**src/rtl/shift_serializer.sv**
```systemverilog
// Parallel-to-serial shift stage: accepts a WIDTH-bit word through Load/Ready and
// emits it one registered bit per clock on SerOut, qualified by SerValid, with Stall.
module shift_serializer #(
    parameter int WIDTH     = 8,
    parameter bit MSB_FIRST = 1'b0,
    localparam int CW       = (WIDTH > 1) ? $clog2(WIDTH) : 1
) (
    input  logic             Clk,
    input  logic             ClrN,
    input  logic             Load,
    input  logic [WIDTH-1:0] DataIn,
    input  logic             Stall,
    output logic             Ready,
    output logic             SerOut,
    output logic             SerValid,
    output logic             Done,
    output logic [CW-1:0]    BitCnt
);

    localparam logic [CW-1:0] LAST_IDX = CW'(WIDTH - 1);

    typedef enum logic [1:0] {
        IDLE  = 2'd0,
        SHIFT = 2'd1,
        DONE  = 2'd2
    } state_t;

    state_t            state_reg,     state_next;
    logic [WIDTH-1:0]  shreg_reg,     shreg_next;
    logic              ser_out_reg,   ser_out_next;
    logic              ser_valid_reg, ser_valid_next;
    logic              done_reg,      done_next;
    logic              ready_reg,     ready_next;
    logic [CW-1:0]     bit_cnt_reg,   bit_cnt_next;

    // Word reordered so the first bit to emit sits at index 0; the register always shifts right.
    logic [WIDTH-1:0]  din_ord;

    genvar gi;
    generate
        for (gi = 0; gi < WIDTH; gi++) begin : g_order
            if (MSB_FIRST) begin : g_msb
                assign din_ord[gi] = DataIn[WIDTH-1-gi];
            end else begin : g_lsb
                assign din_ord[gi] = DataIn[gi];
            end
        end
    endgenerate

    always_ff @(posedge Clk or negedge ClrN) begin
        if (!ClrN) begin
            state_reg     <= IDLE;
            shreg_reg     <= '0;
            ser_out_reg   <= 1'b0;
            ser_valid_reg <= 1'b0;
            done_reg      <= 1'b0;
            ready_reg     <= 1'b1;
            bit_cnt_reg   <= '0;
        end else begin
            state_reg     <= state_next;
            shreg_reg     <= shreg_next;
            ser_out_reg   <= ser_out_next;
            ser_valid_reg <= ser_valid_next;
            done_reg      <= done_next;
            ready_reg     <= ready_next;
            bit_cnt_reg   <= bit_cnt_next;
        end
    end

    always_comb begin
        state_next     = state_reg;
        shreg_next     = shreg_reg;
        ser_out_next   = ser_out_reg;
        ser_valid_next = ser_valid_reg;
        done_next      = 1'b0;
        ready_next     = ready_reg;
        bit_cnt_next   = bit_cnt_reg;

        case (state_reg)
            IDLE: begin
                if (Load) begin
                    // First bit goes straight to SerOut; the rest waits in the shift register.
                    shreg_next     = {1'b0, din_ord[WIDTH-1:1]};
                    ser_out_next   = din_ord[0];
                    ser_valid_next = 1'b1;
                    bit_cnt_next   = '0;
                    ready_next     = 1'b0;
                    state_next     = SHIFT;
                end
            end
            SHIFT: begin
                if (!Stall) begin
                    if (bit_cnt_reg == LAST_IDX) begin
                        shreg_next     = '0;
                        ser_out_next   = 1'b0;
                        ser_valid_next = 1'b0;
                        done_next      = 1'b1;
                        bit_cnt_next   = '0;
                        state_next     = DONE;
                    end else begin
                        ser_out_next = shreg_reg[0];
                        shreg_next   = shreg_reg >> 1;
                        bit_cnt_next = bit_cnt_reg + CW'(1);
                    end
                end
            end
            DONE: begin
                ready_next = 1'b1;
                state_next = IDLE;
            end
            default: begin
                state_next     = IDLE;
                shreg_next     = '0;
                ser_out_next   = 1'b0;
                ser_valid_next = 1'b0;
                ready_next     = 1'b1;
                bit_cnt_next   = '0;
            end
        endcase
    end

    assign Ready    = ready_reg;
    assign SerOut   = ser_out_reg;
    assign SerValid = ser_valid_reg;
    assign Done     = done_reg;
    assign BitCnt   = bit_cnt_reg;

endmodule

```
**config.mk**
```make
export PLATFORM = sky130hd
export DESIGN_NAME = shift_serializer
export DESIGN_NICKNAME = d
export VERILOG_FILES = /design/src/rtl/shift_serializer.sv
export SDC_FILE = /design/constraint.sdc
export NUM_CORES = 1
export LEC_CHECK = 0
export CORE_ASPECT_RATIO = 1.5
export CORE_MARGIN = 3
export CORE_UTILIZATION = 30
export CTS_CLUSTER_SIZE = 10
export DETAILED_ROUTE_END_ITERATION = 8
export DONT_BUFFER_PORTS = 1
export SYNTH_ARGS = -nofsm -noshare
export SYNTH_HDL_FRONTEND = slang
export SYNTH_SLANG_ARGS = --single-unit
```
**constraint.sdc**
```tcl
create_clock -name Clk -period 2.91 [get_ports Clk]
set_clock_uncertainty 0.2 [all_clocks]
set_input_delay 0.291 -clock Clk [delete_from_list [all_inputs] [get_ports Clk]]
set_output_delay 0.291 -clock Clk [all_outputs]
set_load 0.05 [all_outputs]
```
# ---- After elaboration in Yosys (flattened, before gate mapping)
# Cells that the tools add are included.
# W data, S select, Z words.
dict set report word_totals {
  output_inout_bits 7
  inputBits 12
  elab_cells 46
  regBits 17
}
dict set report classes {
  n_reduce_logical 5
  n_eq_ne 6
  add_sub_neg 1
  mux 25
  bitwise 2
}
# operator count
set ops {}
lappend ops {{$pmux W8 S3} 1}
lappend ops {{$mux W8} 2}
lappend ops {{$mux W1} 10}
lappend ops {{$mux W3} 3}
lappend ops {{$pmux W3 S3} 1}
lappend ops {{$mux W7} 1}
lappend ops {{$mux W2} 3}
lappend ops {{$ne A2 B2 Y1 const B} 3}
lappend ops {{$pmux W1 S3} 2}
lappend ops {{$reduce_and A3 Y1} 2}
lappend ops {{$pmux W2 S2} 1}
lappend ops {{$reduce_and A4 Y1} 1}
lappend ops {{$add A3 B1 Y3 const B} 1}
lappend ops {{$eq A3 B3 Y1 const B} 1}
lappend ops {{$eq A2 B1 Y1 const B} 1}
lappend ops {{$eq A2 B2 Y1 const B} 1}
lappend ops {{$logic_not A2 Y1} 1}
lappend ops {{$not A1 Y1} 2}
lappend ops {{$pmux W1 S2} 1}
lappend ops {{$reduce_and A2 Y1} 1}

# ---- Longest topological paths before layout
dict set report logic_depth {
  word_depth 4
  depth_mapped 5
  depth_no_buf 5
}

# ---- Least setup slack after synthesis
# Ideal clock, no wire load.
dict set report synth_path {
  path_kind {register -> register}
  start {register bit_cnt_reg[0], in the netlist BitCnt[0]}
  end {register shreg_reg[1]}
  required_ns 2.646
  path_stages_with_launch 6
  arrival_ns 1.651
  setup_slack_ns 0.994
  synth_period_minus_slack_ns 1.916
  cell_sequence {dfrtp_1 > ha_1 > ha_1 > nor3b_2 > a22o_2 > mux2_2}
}
dict set report synth_via {
  elab_chain_len 4
}
# item line
set synth_rtl {}
lappend synth_rtl {{start: declaration} 34} ;# logic [CW-1:0] bit_cnt_reg, bit_cnt_next;
lappend synth_rtl {{start signal: assignment} 66} ;# bit_cnt_reg <= bit_cnt_next;
lappend synth_rtl {{$eq A3 B3 Y1} 93} ;# if (bit_cnt_reg == LAST_IDX) begin
lappend synth_rtl {{$mux W7} 93}
lappend synth_rtl {{$mux W8} 92} ;# if (!Stall) begin
lappend synth_rtl {{$pmux W8 S3} 79} ;# case (state_reg)
lappend synth_rtl {{end signal: assignment} 61} ;# shreg_reg <= shreg_next;
lappend synth_rtl {{end: declaration} 29} ;# logic [WIDTH-1:0] shreg_reg, shreg_next;
# No other way between the ends. The select of a mux whose other input is x is not followed.
# A chain may end at the register's enable or synchronous reset.

# ---- Worst setup path in the final report
dict set report layout_path {
  start {register bit_cnt_reg[0], in the netlist BitCnt[0]}
  end {register shreg_reg[4]}
}
# Same word-level chain as after synthesis.

==> flow_summary_export.csv <==
group,metric,value,unit
yosys,synth_area_leaders,"dfrtp_1 46%, mux2_2 9.7%, a22o_2 6.1%, ha_1 4.6%, nand2b_4 3.4%",
power,swShare,0.4375,
layout,antennaDiodeCount,0,
yosys,syn_area,814.5,µm²
floorplan,start_util,0.3216,
grt,grt.total_usage,0.09951,
yosys,synthFlopType,"dfrtp_1",
layout,largest_reg_flops,7,
yosys,synth_edf_count,0,
place,gp_congestion,0.6819,
route,ant_nets,0,
route,firstDrtPassIters,3,
timing,period_needed,2.080,ns
grt,grt_pass1_wl,2504,µm
timing,relSlewSlack,0.5010,
yosys,syn_inst,64,
grt,globalRouteMet1Util,0.09759,
layout,areaGrowthSynthToFinish,8.909,%
floorplan,die_area,3389,µm²
yosys,ys_warn_count,0,
cts,clkSinkCount,16,
run_status,status,"finished, final reports clean",
route,routed_wl,1520,µm
cts,post_cts_buffers,0,
power,switchingPower,0.4303,mW
power,p_int,0.5532,mW
layout,fillers,268,
timing,drv_slew,0,
yosys,synth_top_area_cell,"dfrtp_1",
cts,cts_hold_repair.buffers,2,
grt,grt_util_met3,0.05161,
yosys,yosysTopAreaCellShare,0.4608,
flow_run,maxCapViolations,0,
worst_setup_path,cp-end-kind,"register",
worst_setup_path,crit_type,"register to register",
power,pwr-share-seq,0.543,
power,p_comb_frac,0.331,
cts,cts_max_level,1,
floorplan,coreArea,2532,µm²
timing,hold_slack,0.01308,ns
timing,fmax,480.8,MHz
yosys,synth.most_common_cell,"dfrtp_1",
cts,clk_pin_slew,0.09,ns
timing,tns,0,ns
layout,num-nets-final,84,
timing,worst_pin_slew,0.7460,ns
route,viasPerCell,4.894,
power,p_leak,0.4176,nW
grt,antenna_found_initial,0,
grt,met2_usage,0.1564,
yosys,syn-num-nets,79,
layout,regArea,401.6,µm²
yosys,synth_common_cells,"15 x dfrtp_1, 7 x mux2_2, 5 x a22o_2",
cts,cts_max_path_buffers,2,
yosys,ys_async_sr_fraction,1.000,
route,drcViolationCount,0,
cts,cts_buffers,3,
min_path,hp-class,"primary input to register",
worst_setup_path,critical_path_arrival,2.11,ns
cts,cts_resized,0,
yosys,ys_seq_area_frac,0.4931,
place,port_buffers,0,
floorplan,dieWidth,48.55,µm
power,power_density,1109,nW/µm²
route,first_iter_violations,10,
yosys,ys_seq_elements,16,
cts,cts_tree,"done",
power,clockPowerShare,0.125,
place,hpwlAfterDp,1165,µm
grt,grt.overflow.total,0,
layout,drive_gt1_frac,0.2941,
route,routedWlPerCell,14.62,µm
grt,grt_start_max_net_pins,17,
grt,grt_busiest_layer,"met2",
timing,rsz0062_at_grt,"false",
cts,insertion_delay,0.29,ns
power,peakVddDrop,0.3730,mV
worst_setup_path,cp_data_required_time,2.94,ns
floorplan,die_h,69.82,µm
layout,multi_input_area,386.6,µm²
worst_setup_path,crit_fanout,6,
route,vias,509,
grt,grt_pass1_vias,533,
floorplan,ios,19,
worst_setup_path,start_kind,"register",
timing,finalSetupViolCount,0,
floorplan,rows,22,
cts,cts_root_buf,"clkbuf_4",
yosys,syn_avg_cell_area,12.73,µm²
yosys,ys_types,25,
timing,finalCritPeriodShare,0.7147,
timing,hold_viol,0,
==> logic make-up after synthesis <==
family          Yosys count  share of synthesized area
compound gates           16                     0.1844
fa+ha+maj                 3                    0.04609
mux                       9                     0.1214
flops                    16                     0.4931
simple gates             16                     0.1229
buf+inv                   4                    0.03226
==> through the flow <==
step	instance area (µm²)	instances	setup slack (ns)	power [mW]	utilization
floorplan	814.5	64	0.9941	0.8121	-
global placement	840.8	98	0.8792	0.8579	0.3320
detailed placement	840.8	98	0.8535	0.8667	0.3320
CTS	887.1	104	0.8257	1.001	0.3503
global route	887.1	104	0.7010	1.049	0.3503
finish	887.1	104	0.8303	0.9835	0.3503
==> metal layers <==
layer  share of wire  vias to the layer above
met5               0                        -
met4           0.030                        0
met3            0.12                        4
met2            0.46                       18
met1            0.40                      242
li1                -                      245
==> layout make-up <==
| cell class | instances | share of cell area |
|---|---|---|
| multi-input combinational | 44 | 0.4358 |
| tap | 36 | 0.05078 |
| sequential | 16 | 0.4528 |
| timing repair buffer | 2 | 0.02257 |
| clock buffer | 4 | 0.02962 |
| inverter | 2 | 0.008463 |
==> worst max-delay path, stage by stage, from the launching register on <==
cell	delay, ns
dfrtp_1	0.59
ha_1	0.33
ha_1	0.20
nor3b_2	0.36
a22o_2	0.20
mux2_2	0.13
==> placed cells by master (no fill, tap or decap), drive strengths merged, types with 3 or more instances in the layout <==
master  instances
mux2            7
clkbuf          4
nor2            3
ha              3
nand2           4
nand2b          4
dfrtp          15
a22o            7
==> worst paths after layout <==
kind | startpoint | endpoint | slack (ns) | cells past startpoint
setup reg to reg | BitCnt[0] | shreg_reg[4] | 0.83 | 5
setup / recovery | BitCnt[0] | shreg_reg[4] | 0.83 | 5
max in group asynchronous | ClrN | Done | 1.74 | 1
min in group asynchronous | ClrN | shreg_reg[1] | 0.30 | 1
hold / removal | Stall | BitCnt[2] | 0.01 | 2
hold reg to reg | shreg_reg[0] | shreg_reg[0] | 0.31 | 1
==> power groups by stage <==
stage	logic [mW]	registers, mW	clock network, mW
floorplan	0.308	0.504	0
finish	0.326	0.534	0.123
detailed placement	0.324	0.543	0
global route	0.363	0.550	0.136
global placement	0.316	0.542	0
CTS	0.332	0.538	0.130
Power figures use the tool's default switching activity.
